## config.mk

```make
export PLATFORM = sky130hd
export DESIGN_NAME = id_ex_stage_reg_flat
export DESIGN_NICKNAME = d
export VERILOG_FILES = /design/src/rtl/id_ex_if.sv /design/src/rtl/id_ex_stage_reg.sv /design/src/flat_wrapper.sv
export SDC_FILE = /design/constraint.sdc
export NUM_CORES = 1
export LEC_CHECK = 0
export BUFFER_PORTS_ARGS = -buffer_cell sky130_fd_sc_hd__buf_2
export CORE_AREA = 2 2 126 128
export CTS_BUF_LIST = sky130_fd_sc_hd__clkbuf_8
export DETAILED_ROUTE_END_ITERATION = 6
export DIE_AREA = 0 0 128 130
export MAX_ROUTING_LAYER = met4
export PLACE_DENSITY_LB_ADDON = 0.15
export SLEW_MARGIN = 20
export SYNTH_ARGS = -nofsm -noshare
export SYNTH_HDL_FRONTEND = slang
export SYNTH_SLANG_ARGS = --single-unit
```

## constraint.sdc

```tcl
create_clock -name clk -period 1.9 [get_ports clk]
set_input_delay 0.285 -clock clk [delete_from_list [all_inputs] [get_ports clk]]
set_output_delay 0.285 -clock clk [all_outputs]
set_load 0.005 [all_outputs]
```

## src/rtl/id_ex_if.sv

```systemverilog
// Decode/execute boundary bundle: ID_* fields in, registered EX_* fields and stall controls out.
interface id_ex_if #(
    parameter int unsigned DATA_W = 32,
    parameter int unsigned CNT_W  = 16
);
    logic              ID_RegWrite;
    logic              ID_MemtoReg;
    logic              ID_MemRead;
    logic              ID_MemWrite;
    logic              ID_ALUSrc;
    logic              ID_RegDst;
    logic [1:0]        ID_ALUOp;
    logic [DATA_W-1:0] ID_ReadData1;
    logic [DATA_W-1:0] ID_ReadData2;
    logic [DATA_W-1:0] ID_Imm;
    logic [DATA_W-1:0] ID_PC4;
    logic [4:0]        ID_Rs;
    logic [4:0]        ID_Rt;
    logic [4:0]        ID_Rd;
    logic              ID_UsesRt;
    logic              Flush;

    logic              EX_RegWrite;
    logic              EX_MemtoReg;
    logic              EX_MemRead;
    logic              EX_MemWrite;
    logic              EX_ALUSrc;
    logic              EX_RegDst;
    logic [1:0]        EX_ALUOp;
    logic [DATA_W-1:0] EX_ReadData1;
    logic [DATA_W-1:0] EX_ReadData2;
    logic [DATA_W-1:0] EX_Imm;
    logic [DATA_W-1:0] EX_PC4;
    logic [4:0]        EX_Rs;
    logic [4:0]        EX_Rt;
    logic [4:0]        EX_Rd;
    logic              EX_Valid;
    logic              PCWrite;
    logic              IF_ID_Write;
    logic [CNT_W-1:0]  BubbleCount;

    // Decode side: drives the ID_* fields and observes the registered stage.
    modport master (
        output ID_RegWrite, ID_MemtoReg, ID_MemRead, ID_MemWrite, ID_ALUSrc, ID_RegDst,
        output ID_ALUOp, ID_ReadData1, ID_ReadData2, ID_Imm, ID_PC4,
        output ID_Rs, ID_Rt, ID_Rd, ID_UsesRt, Flush,
        input  EX_RegWrite, EX_MemtoReg, EX_MemRead, EX_MemWrite, EX_ALUSrc, EX_RegDst,
        input  EX_ALUOp, EX_ReadData1, EX_ReadData2, EX_Imm, EX_PC4,
        input  EX_Rs, EX_Rt, EX_Rd, EX_Valid, PCWrite, IF_ID_Write, BubbleCount
    );

    // Pipeline register side.
    modport slave (
        input  ID_RegWrite, ID_MemtoReg, ID_MemRead, ID_MemWrite, ID_ALUSrc, ID_RegDst,
        input  ID_ALUOp, ID_ReadData1, ID_ReadData2, ID_Imm, ID_PC4,
        input  ID_Rs, ID_Rt, ID_Rd, ID_UsesRt, Flush,
        output EX_RegWrite, EX_MemtoReg, EX_MemRead, EX_MemWrite, EX_ALUSrc, EX_RegDst,
        output EX_ALUOp, EX_ReadData1, EX_ReadData2, EX_Imm, EX_PC4,
        output EX_Rs, EX_Rt, EX_Rd, EX_Valid, PCWrite, IF_ID_Write, BubbleCount
    );
endinterface

```

## src/rtl/id_ex_stage_reg.sv

```systemverilog
// ID/EX pipeline register with load-use hazard detection, bubble injection and a
// saturating bubble counter.
module id_ex_stage_reg #(
    parameter int unsigned DATA_W = 32,
    parameter int unsigned CNT_W  = 16
) (
    input logic   clk,
    input logic   rst_n,
    id_ex_if.slave bus
);

    typedef struct packed {
        logic       regWrite;
        logic       memtoReg;
        logic       memRead;
        logic       memWrite;
        logic       aluSrc;
        logic       regDst;
        logic [1:0] aluOp;
    } ctrl_t;

    ctrl_t             ctrlQ, ctrlD;
    logic              validQ, validD;
    logic [4:0]        rsQ, rsD;
    logic [4:0]        rtQ, rtD;
    logic [4:0]        rdQ, rdD;
    logic [DATA_W-1:0] rd1Q, rd2Q, immQ, pc4Q;
    logic [CNT_W-1:0]  cntQ, cntD;

    logic stall;
    logic loadBubble;
    logic rtMatch;

    // Hazard is evaluated against the instruction already latched in EX, never a bubble.
    always_comb begin
        rtMatch = bus.ID_UsesRt && (rtQ == bus.ID_Rt);
        stall   = validQ && ctrlQ.memRead && (rtQ != 5'd0) && ((rtQ == bus.ID_Rs) || rtMatch);
    end

    assign loadBubble      = bus.Flush || stall;
    assign bus.PCWrite     = ~stall;
    assign bus.IF_ID_Write = ~stall;

    always_comb begin
        ctrlD.regWrite = bus.ID_RegWrite;
        ctrlD.memtoReg = bus.ID_MemtoReg;
        ctrlD.memRead  = bus.ID_MemRead;
        ctrlD.memWrite = bus.ID_MemWrite;
        ctrlD.aluSrc   = bus.ID_ALUSrc;
        ctrlD.regDst   = bus.ID_RegDst;
        ctrlD.aluOp    = bus.ID_ALUOp;
        validD         = 1'b1;
        rsD            = bus.ID_Rs;
        rtD            = bus.ID_Rt;
        rdD            = bus.ID_Rd;
        if (loadBubble) begin
            // Zeroed specifiers keep a bubble from matching any forwarding compare.
            ctrlD  = '0;
            validD = 1'b0;
            rsD    = 5'd0;
            rtD    = 5'd0;
            rdD    = 5'd0;
        end
    end

    always_comb begin
        cntD = cntQ;
        if (loadBubble && !(&cntQ)) begin
            cntD = cntQ + 1'b1;
        end
    end

    always_ff @(posedge clk) begin
        if (!rst_n) begin
            ctrlQ  <= '0;
            validQ <= 1'b0;
            rsQ    <= 5'd0;
            rtQ    <= 5'd0;
            rdQ    <= 5'd0;
            rd1Q   <= '0;
            rd2Q   <= '0;
            immQ   <= '0;
            pc4Q   <= '0;
            cntQ   <= '0;
        end else begin
            ctrlQ  <= ctrlD;
            validQ <= validD;
            rsQ    <= rsD;
            rtQ    <= rtD;
            rdQ    <= rdD;
            rd1Q   <= bus.ID_ReadData1;
            rd2Q   <= bus.ID_ReadData2;
            immQ   <= bus.ID_Imm;
            pc4Q   <= bus.ID_PC4;
            cntQ   <= cntD;
        end
    end

    assign bus.EX_RegWrite  = ctrlQ.regWrite;
    assign bus.EX_MemtoReg  = ctrlQ.memtoReg;
    assign bus.EX_MemRead   = ctrlQ.memRead;
    assign bus.EX_MemWrite  = ctrlQ.memWrite;
    assign bus.EX_ALUSrc    = ctrlQ.aluSrc;
    assign bus.EX_RegDst    = ctrlQ.regDst;
    assign bus.EX_ALUOp     = ctrlQ.aluOp;
    assign bus.EX_Valid     = validQ;
    assign bus.EX_Rs        = rsQ;
    assign bus.EX_Rt        = rtQ;
    assign bus.EX_Rd        = rdQ;
    assign bus.EX_ReadData1 = rd1Q;
    assign bus.EX_ReadData2 = rd2Q;
    assign bus.EX_Imm       = immQ;
    assign bus.EX_PC4       = pc4Q;
    assign bus.BubbleCount  = cntQ;

endmodule

```

## src/flat_wrapper.sv

```systemverilog
// flat-port wrapper written by rule: the top's interface ports become plain ports
module id_ex_stage_reg_flat 
#(
    parameter int unsigned DATA_W = 32,
    parameter int unsigned CNT_W  = 16
)
  (clk, rst_n, bus_ID_RegWrite, bus_ID_MemtoReg, bus_ID_MemRead, bus_ID_MemWrite, bus_ID_ALUSrc, bus_ID_RegDst, bus_ID_ALUOp, bus_ID_ReadData1, bus_ID_ReadData2, bus_ID_Imm, bus_ID_PC4, bus_ID_Rs, bus_ID_Rt, bus_ID_Rd, bus_ID_UsesRt, bus_Flush, bus_EX_RegWrite, bus_EX_MemtoReg, bus_EX_MemRead, bus_EX_MemWrite, bus_EX_ALUSrc, bus_EX_RegDst, bus_EX_ALUOp, bus_EX_ReadData1, bus_EX_ReadData2, bus_EX_Imm, bus_EX_PC4, bus_EX_Rs, bus_EX_Rt, bus_EX_Rd, bus_EX_Valid, bus_PCWrite, bus_IF_ID_Write, bus_BubbleCount);
  id_ex_if #(.DATA_W(DATA_W), .CNT_W(CNT_W)) bus_i ();
  input logic clk;
  input logic rst_n;
  input wire logic [$bits(bus_i.ID_RegWrite)-1:0] bus_ID_RegWrite;
  input wire logic [$bits(bus_i.ID_MemtoReg)-1:0] bus_ID_MemtoReg;
  input wire logic [$bits(bus_i.ID_MemRead)-1:0] bus_ID_MemRead;
  input wire logic [$bits(bus_i.ID_MemWrite)-1:0] bus_ID_MemWrite;
  input wire logic [$bits(bus_i.ID_ALUSrc)-1:0] bus_ID_ALUSrc;
  input wire logic [$bits(bus_i.ID_RegDst)-1:0] bus_ID_RegDst;
  input wire logic [$bits(bus_i.ID_ALUOp)-1:0] bus_ID_ALUOp;
  input wire logic [$bits(bus_i.ID_ReadData1)-1:0] bus_ID_ReadData1;
  input wire logic [$bits(bus_i.ID_ReadData2)-1:0] bus_ID_ReadData2;
  input wire logic [$bits(bus_i.ID_Imm)-1:0] bus_ID_Imm;
  input wire logic [$bits(bus_i.ID_PC4)-1:0] bus_ID_PC4;
  input wire logic [$bits(bus_i.ID_Rs)-1:0] bus_ID_Rs;
  input wire logic [$bits(bus_i.ID_Rt)-1:0] bus_ID_Rt;
  input wire logic [$bits(bus_i.ID_Rd)-1:0] bus_ID_Rd;
  input wire logic [$bits(bus_i.ID_UsesRt)-1:0] bus_ID_UsesRt;
  input wire logic [$bits(bus_i.Flush)-1:0] bus_Flush;
  output wire logic [$bits(bus_i.EX_RegWrite)-1:0] bus_EX_RegWrite;
  output wire logic [$bits(bus_i.EX_MemtoReg)-1:0] bus_EX_MemtoReg;
  output wire logic [$bits(bus_i.EX_MemRead)-1:0] bus_EX_MemRead;
  output wire logic [$bits(bus_i.EX_MemWrite)-1:0] bus_EX_MemWrite;
  output wire logic [$bits(bus_i.EX_ALUSrc)-1:0] bus_EX_ALUSrc;
  output wire logic [$bits(bus_i.EX_RegDst)-1:0] bus_EX_RegDst;
  output wire logic [$bits(bus_i.EX_ALUOp)-1:0] bus_EX_ALUOp;
  output wire logic [$bits(bus_i.EX_ReadData1)-1:0] bus_EX_ReadData1;
  output wire logic [$bits(bus_i.EX_ReadData2)-1:0] bus_EX_ReadData2;
  output wire logic [$bits(bus_i.EX_Imm)-1:0] bus_EX_Imm;
  output wire logic [$bits(bus_i.EX_PC4)-1:0] bus_EX_PC4;
  output wire logic [$bits(bus_i.EX_Rs)-1:0] bus_EX_Rs;
  output wire logic [$bits(bus_i.EX_Rt)-1:0] bus_EX_Rt;
  output wire logic [$bits(bus_i.EX_Rd)-1:0] bus_EX_Rd;
  output wire logic [$bits(bus_i.EX_Valid)-1:0] bus_EX_Valid;
  output wire logic [$bits(bus_i.PCWrite)-1:0] bus_PCWrite;
  output wire logic [$bits(bus_i.IF_ID_Write)-1:0] bus_IF_ID_Write;
  output wire logic [$bits(bus_i.BubbleCount)-1:0] bus_BubbleCount;
  assign bus_i.ID_RegWrite = bus_ID_RegWrite;
  assign bus_i.ID_MemtoReg = bus_ID_MemtoReg;
  assign bus_i.ID_MemRead = bus_ID_MemRead;
  assign bus_i.ID_MemWrite = bus_ID_MemWrite;
  assign bus_i.ID_ALUSrc = bus_ID_ALUSrc;
  assign bus_i.ID_RegDst = bus_ID_RegDst;
  assign bus_i.ID_ALUOp = bus_ID_ALUOp;
  assign bus_i.ID_ReadData1 = bus_ID_ReadData1;
  assign bus_i.ID_ReadData2 = bus_ID_ReadData2;
  assign bus_i.ID_Imm = bus_ID_Imm;
  assign bus_i.ID_PC4 = bus_ID_PC4;
  assign bus_i.ID_Rs = bus_ID_Rs;
  assign bus_i.ID_Rt = bus_ID_Rt;
  assign bus_i.ID_Rd = bus_ID_Rd;
  assign bus_i.ID_UsesRt = bus_ID_UsesRt;
  assign bus_i.Flush = bus_Flush;
  assign bus_EX_RegWrite = bus_i.EX_RegWrite;
  assign bus_EX_MemtoReg = bus_i.EX_MemtoReg;
  assign bus_EX_MemRead = bus_i.EX_MemRead;
  assign bus_EX_MemWrite = bus_i.EX_MemWrite;
  assign bus_EX_ALUSrc = bus_i.EX_ALUSrc;
  assign bus_EX_RegDst = bus_i.EX_RegDst;
  assign bus_EX_ALUOp = bus_i.EX_ALUOp;
  assign bus_EX_ReadData1 = bus_i.EX_ReadData1;
  assign bus_EX_ReadData2 = bus_i.EX_ReadData2;
  assign bus_EX_Imm = bus_i.EX_Imm;
  assign bus_EX_PC4 = bus_i.EX_PC4;
  assign bus_EX_Rs = bus_i.EX_Rs;
  assign bus_EX_Rt = bus_i.EX_Rt;
  assign bus_EX_Rd = bus_i.EX_Rd;
  assign bus_EX_Valid = bus_i.EX_Valid;
  assign bus_PCWrite = bus_i.PCWrite;
  assign bus_IF_ID_Write = bus_i.IF_ID_Write;
  assign bus_BubbleCount = bus_i.BubbleCount;
  id_ex_stage_reg #(.DATA_W(DATA_W), .CNT_W(CNT_W)) u_core (.clk(clk), .rst_n(rst_n), .bus(bus_i));
endmodule
```

Word-level counts from Yosys, hierarchy flattened
Cells that the tools add are included.

word-level totals
  flip-flop bits (word level) = 168
  latch bits = 0
  memory bits (writable) = 0
  memory bits (read-only) = 0
  input port bits = 155
  output and inout bits = 170
  logic and storage cells = 33
  memories kept = 0

operators by class
  add/subtract/negate cells = 1
  multiply operators = 0
  divide/modulo/power cells = 0
  order comparisons = 0
  equal/unequal tests = 2
  shift operators = 0
  multiplexer cells = 1
  bitwise gates (word level) = 2
  reductions and logical operators = 11

operators by type and width
  operator                                                         count
  16-bit by 1-bit adder with 16-bit output, second input constant  1
  16-bit AND reduction                                             1
  5-bit equality test                                              2
  1-bit logical AND                                                5
  5-bit nonzero test                                               1
  1-bit logical OR                                                 2
  1-bit NOT                                                        2
  2-bit OR reduction                                               1
  1-bit logical NOT                                                1
  1-bit 2-to-1 mux                                                 1

Depth between registers and ports, before layout
  depth in word-level cells = 6
  gate-level depth with buffers = 8
  depth with buffers taken out = 6

Least setup slack after synthesis
Ideal clock, no wire load.

  kind = reg2reg
  start point = register u_core.rtQ[0], in the netlist u_core.bus.EX_Rt[0]
  end point = register u_core.cntQ[14], in the netlist u_core.bus.BubbleCount[14]
  setup time = 0.116 ns
  arrival time = 1.725 ns
  required time = 1.784 ns
  path slack = 0.059 ns
  cell stages (with the launch flop) = 8
  buffers on the path = 2
  clock period less this slack = 1.841 ns
  cells stage by stage = dfxtp_1 -> or3_1 -> o311a_4 -> a21oi_4 -> buf_6 -> buf_6 -> nor3_1 -> o211a_1

between the ends
  word-level cells in the longest chain between the ends = 6
  elaborated cells between the ends (all ways) = 9
  those cells by class = 2 x eq/ne; 7 x reduce/logical

RTL lines
  item                    line                   text
  start, declared         id_ex_stage_reg.sv:25  logic [4:0] rtQ, rtD;
  start signal, assigned  id_ex_stage_reg.sv:89  rtQ <= rtD;
  5-bit equality test     id_ex_stage_reg.sv:36  rtMatch = bus.ID_UsesRt && (rtQ == bus.ID_Rt);
  1-bit logical AND       id_ex_stage_reg.sv:36
  1-bit logical OR        id_ex_stage_reg.sv:37  stall = validQ && ctrlQ.memRead && (rtQ != 5'd0) && ((rtQ == bus.ID_Rs) || rtMatch);
  1-bit logical AND *     id_ex_stage_reg.sv:37
  1-bit logical OR *      id_ex_stage_reg.sv:40  assign loadBubble = bus.Flush || stall;
  1-bit logical AND *     id_ex_stage_reg.sv:68  if (loadBubble && !(&cntQ)) begin
  end signal, assigned    id_ex_stage_reg.sv:95  cntQ <= cntD;
  end, declared           id_ex_stage_reg.sv:28  logic [CNT_W-1:0] cntQ, cntD;

Every way passes the cells marked *; elsewhere a longest branch is shown, timed or not.
A chain may end at the register's enable or synchronous reset.

Worst setup path in the final report
  start point = register u_core.rtQ[0], in the netlist u_core.bus.EX_Rt[0]
  end point = output port bus_PCWrite

between the ends
  word-level cells in the longest chain between the ends = 5
  elaborated cells between the ends (all ways) = 8
  those cells by class = 2 x eq/ne; 1 x bitwise; 5 x reduce/logical

RTL lines
  item                 line                   text
  5-bit equality test  id_ex_stage_reg.sv:36
  1-bit logical AND    id_ex_stage_reg.sv:36
  1-bit logical OR     id_ex_stage_reg.sv:37
  1-bit logical AND *  id_ex_stage_reg.sv:37
  1-bit NOT *          id_ex_stage_reg.sv:41  assign bus.PCWrite = ~stall;
  end, declared        flat_wrapper.sv:42     output wire logic [$bits(bus_i.PCWrite)-1:0] bus_PCWrite;

Marks and branches as above.

==> out/summary.txt <==
OUTCOME
--------------------------------------------------------------------------------------
Status                                                                    complete, but fails checks
Failing checks                                                            negative setup slack

YOSYS
--------------------------------------------------------------------------------------
Net count of the mapped netlist                                                    600
Multiplexer fraction of the synthesized cell area                              0.00194
Area share of the largest cell type after synthesis                              0.652
Synthesized area per cell                                                     11.6 um2
Most frequent cells after synthesis                                       sky130_fd_sc_hd__dfxtp_1 (168), sky130_fd_sc_hd__and2_1 (129), sky130_fd_sc_hd__and3_1 (24)
Adder-cell area share of the yosys netlist                                     0.00242
Most frequent cell after synthesis                                        sky130_fd_sc_hd__dfxtp_1
Number of distinct standard cells referenced by the synthesized netlist             44
Cell types with the largest area share after synthesis                    sky130_fd_sc_hd__dfxtp_1 (65%), sky130_fd_sc_hd__and2_1 (16%), sky130_fd_sc_hd__and3_1 (2.9%), sky130_fd_sc_hd__xnor2_1 (1.7%), sky130_fd_sc_hd__o31ai_1 (1.5%)
Share of synthesized flip-flops with an asynchronous set or reset                    0
Number of synthesized flops with an enable pin                                       0
Register bit count reported by yosys                                               168
Sequential-to-total area share from yosys stat                                   0.652
Cell type contributing the most total cell area after synthesis           sky130_fd_sc_hd__dfxtp_1
Yosys warning total                                                                  0
Most used flip-flop cell after synthesis                                  sky130_fd_sc_hd__dfxtp_1
Number of instances in the synthesized netlist                                     444
Cell area after synthesis                                                     5160 um2
Simple-gate share of the synthesized area                                        0.245
Dominant combinational cell family by area after synthesis                simple AND/OR/NAND/NOR gates
Xor-xnor portion of the synthesized cell area                                   0.0170
Area fraction in compound gates after synthesis                                 0.0485

GLOBAL ROUTE
--------------------------------------------------------------------------------------
Pin count of the biggest net entering global routing                                52
Antenna violations before repair                                                     0
Total GRT Usage                                                                  0.170
Number of global-route vias before repair                                         4007
Leftover overflow at the end of global routing                                       0
Global-route wire length before repair                                        20900 um

PLACE
--------------------------------------------------------------------------------------
Quantity of I/O buffers inserted on ports                                          324
Post-detail-place hpwl                                                        11200 um
Placed Cells incl. Taps                                                            946
Final Wtd Congestion                                                             0.798

DETAILED ROUTING
--------------------------------------------------------------------------------------
Count of TritonRoute iterations in the first routing pass                            4
Number of nets with antenna violations after detailed routing                        0
Post-route DRC violation count                                                       0
Number of DRC markers after the initial detailed-route iteration                   124
Routed len/inst                                                                14.9 um
Vias per std cell                                                                 4.33
Post-Route WL                                                                 14600 um
Count of vias placed by the detailed router                                       4247

FLOORPLANNING
--------------------------------------------------------------------------------------
Std-Cell Core Area                                                           15400 um2
Ports placed on the boundary                                                       325
Cell Rows                                                                           46
Die Y                                                                           130 um
Horizontal die dimension                                                        128 um
Starting utilization of the core area                                            0.335
Die footprint                                                                16600 um2

CELLS AND AREA
--------------------------------------------------------------------------------------
Number of fill cells in the layout                                                1464
Antenna diode instance count                                                         0
Final core utilization                                                           0.491
Non-filler instance count after layout                                             981
Number of nets in the final layout                                                 933
Fraction of layout cells with a size suffix above 1                              0.510
Area grow syn2layout                                                             46.8%

STA
--------------------------------------------------------------------------------------
Clock period minus worst slack                                                 1970 ps
Hold slack final                                                               27.6 ps
Max Fclk                                                                     0.507 GHz
Hold violation count in the final report                                             0
Slew at the pin closest to its max-slew limit                                   498 ps
Setup violation total in the final timing report                                    31
Unrepaired setup endpoints after global routing                                    yes
Total count of max-transition violations in the final report                         0
Layout Skew                                                                    9.10 ps
Max-slew headroom                                                                0.668
Final worst slack                                                             -70.6 ps
Final critical-path share of the clock period                                     1.04

FLOW RUN
--------------------------------------------------------------------------------------
Maximum Capacitance Violations                                                       0

WORST SETUP PATH
--------------------------------------------------------------------------------------
Depth of the most critical reg-to-reg path                                           7
WP data arrival                                                                1690 ps
CP Capture Type                                                            output port
Startpoint type of the worst setup path                                           flop
Maximum fanout encountered on the critical timing path                               3
Critical path class                                                       flop to output port
Required time at the worst-slack endpoint                                      1620 ps

CLOCKING
--------------------------------------------------------------------------------------
Clk sinks                                                                          168
H-tree Lvls                                                                          4
TritonCTS buffer count                                                              17
Clock root buffer master                                                  sky130_fd_sc_hd__clkbuf_8
Clock latency at the later pin of the worst-skew pair                           440 ps
CTS max path bufs                                                                    2
Clock-pin slew on the worst setup and hold paths                                100 ps
TritonCTS clock tree                                                              done

POWER
--------------------------------------------------------------------------------------
Total Power Consumption                                                        7.10 mW
Peak VDD IR                                                                     388 uV
Power density relative to cell area                                         937 nW/um2
Static leakage power                                                           3.87 nW

MIN PATH
--------------------------------------------------------------------------------------
Worst hold path class                                                     primary input to flop
Worst hold stages                                                                    2

[cell usage in the layout (no fill, tap or decap), types with 2 or more instances in the layout]
cell,instances
sky130_fd_sc_hd__buf_2,323
sky130_fd_sc_hd__dfxtp_1,163
sky130_fd_sc_hd__and2_1,129
sky130_fd_sc_hd__and3_1,24
sky130_fd_sc_hd__clkbuf_8,20
sky130_fd_sc_hd__buf_4,12
sky130_fd_sc_hd__nand2_1,10
sky130_fd_sc_hd__a21oi_1,10
sky130_fd_sc_hd__o31ai_1,10
sky130_fd_sc_hd__xnor2_2,8
sky130_fd_sc_hd__or4_1,8
sky130_fd_sc_hd__nand3_1,6
sky130_fd_sc_hd__clkinv_4,4
sky130_fd_sc_hd__nor3_1,3
sky130_fd_sc_hd__inv_6,3
sky130_fd_sc_hd__bufinv_16,3
sky130_fd_sc_hd__dlygate4sd3_1,3
sky130_fd_sc_hd__dfxtp_4,3
sky130_fd_sc_hd__xnor2_1,2
sky130_fd_sc_hd__nand4_1,2
sky130_fd_sc_hd__and2_4,2
sky130_fd_sc_hd__and3_4,2
sky130_fd_sc_hd__and2_2,2
sky130_fd_sc_hd__inv_1,2
sky130_fd_sc_hd__nor2_1,2
sky130_fd_sc_hd__a21oi_2,2
sky130_fd_sc_hd__buf_12,2
sky130_fd_sc_hd__dfxtp_2,2
[layout make-up]
class | count | area (um2) | area share
clock inverters | 11 | 163 | 0.0215
inverters | 2 | 7.51 | 0.000991
well taps | 192 | 240 | 0.0317
repair buffers | 341 | 1790 | 0.236
clock buffers | 20 | 275 | 0.0363
multi-input cells | 247 | 1720 | 0.227
flip-flops and latches | 168 | 3380 | 0.446
[registers in the layout, indices dropped and copies added (netlist names)]
signal and cells:
u_core.bus.EX_Rd 5, u_core.bus.EX_Rt 5, u_core.bus.EX_ReadData1 32, u_core.bus.EX_ALUSrc 1, u_core.bus.EX_Valid 1, u_core.bus.EX_Rs 5
u_core.bus.EX_Imm 32, u_core.bus.EX_RegWrite 1, u_core.bus.EX_MemRead 1, u_core.bus.EX_PC4 32, u_core.bus.EX_ReadData2 32, u_core.bus.EX_ALUOp 2
u_core.bus.EX_RegDst 1, u_core.bus.EX_MemtoReg 1, u_core.bus.BubbleCount 16, u_core.bus.EX_MemWrite 1
[path summary, 6_finish.rpt]
kind / to / startpoint / slack, ps
min reg2reg: u_core.bus.BubbleCount[5] / u_core.bus.BubbleCount[5] / 510
max: bus_PCWrite / u_core.bus.EX_Rt[0] / -70
max reg2reg: u_core.bus.BubbleCount[14] / u_core.bus.EX_Rt[0] / -60
min: u_core.bus.EX_PC4[4] / bus_ID_PC4[4] / 30
[stage by stage]
step / instance area [um2] / setup WS [ps] / setup TNS (ps)
2_1_floorplan: 5160 / 59.1 / 0
3_3_place_gp: 6970 / 33.2 / 0
3_5_place_dp: 6970 / -6.55 / -6.55
4_1_cts: 7440 / -93.2 / -515
5_1_grt: 7570 / -138 / -2710
6_report: 7570 / -70.6 / -1100
[cells by family (layout without fill, tap and decap cells)]
logic type,count (synthesis),count (layout)
buffers and inverters,29,374
AND/OR/NAND/NOR,202,202
AO/OA/AOI/OAI,33,33
XOR/XNOR,10,10
adder cells (fa/ha/maj),1,1
multiplexers,1,1
flip-flops,168,168
[where the power goes]
part	switching [mW]	total [mW]	internal, mW
Combinational	0.258	0.608	0.350
Sequential	0.0473	3.73	3.68
Clock	1.33	2.76	1.43
[routing by layer]
metal,track usage,vias up,share of wire,wire length (um)
li1,-,2109,-,-
met1,0.185,1965,0.40,5820
met2,0.297,156,0.53,7680
met3,0.0459,17,0.058,851
met4,0.0653,0,0.015,225
met5,-,-,0,0
[worst max-delay path: stages, from the launching register on]
cell	delay, ps
sky130_fd_sc_hd__dfxtp_4	370
sky130_fd_sc_hd__or3_4	380
sky130_fd_sc_hd__o311a_4	330
sky130_fd_sc_hd__nand2_4	60
sky130_fd_sc_hd__buf_2	100
[repair_timing]
action / in CTS / in global routing
endpoints found under the hold margin: 0 / 3
hold buffers: 0 / 3
pin swaps: 3 / 8
resized for setup: 8 / 21
setup endpoints to repair: 3 / 34
buffers inserted: 1 / 0
Note: power is estimated with default switching activity, not from simulation.
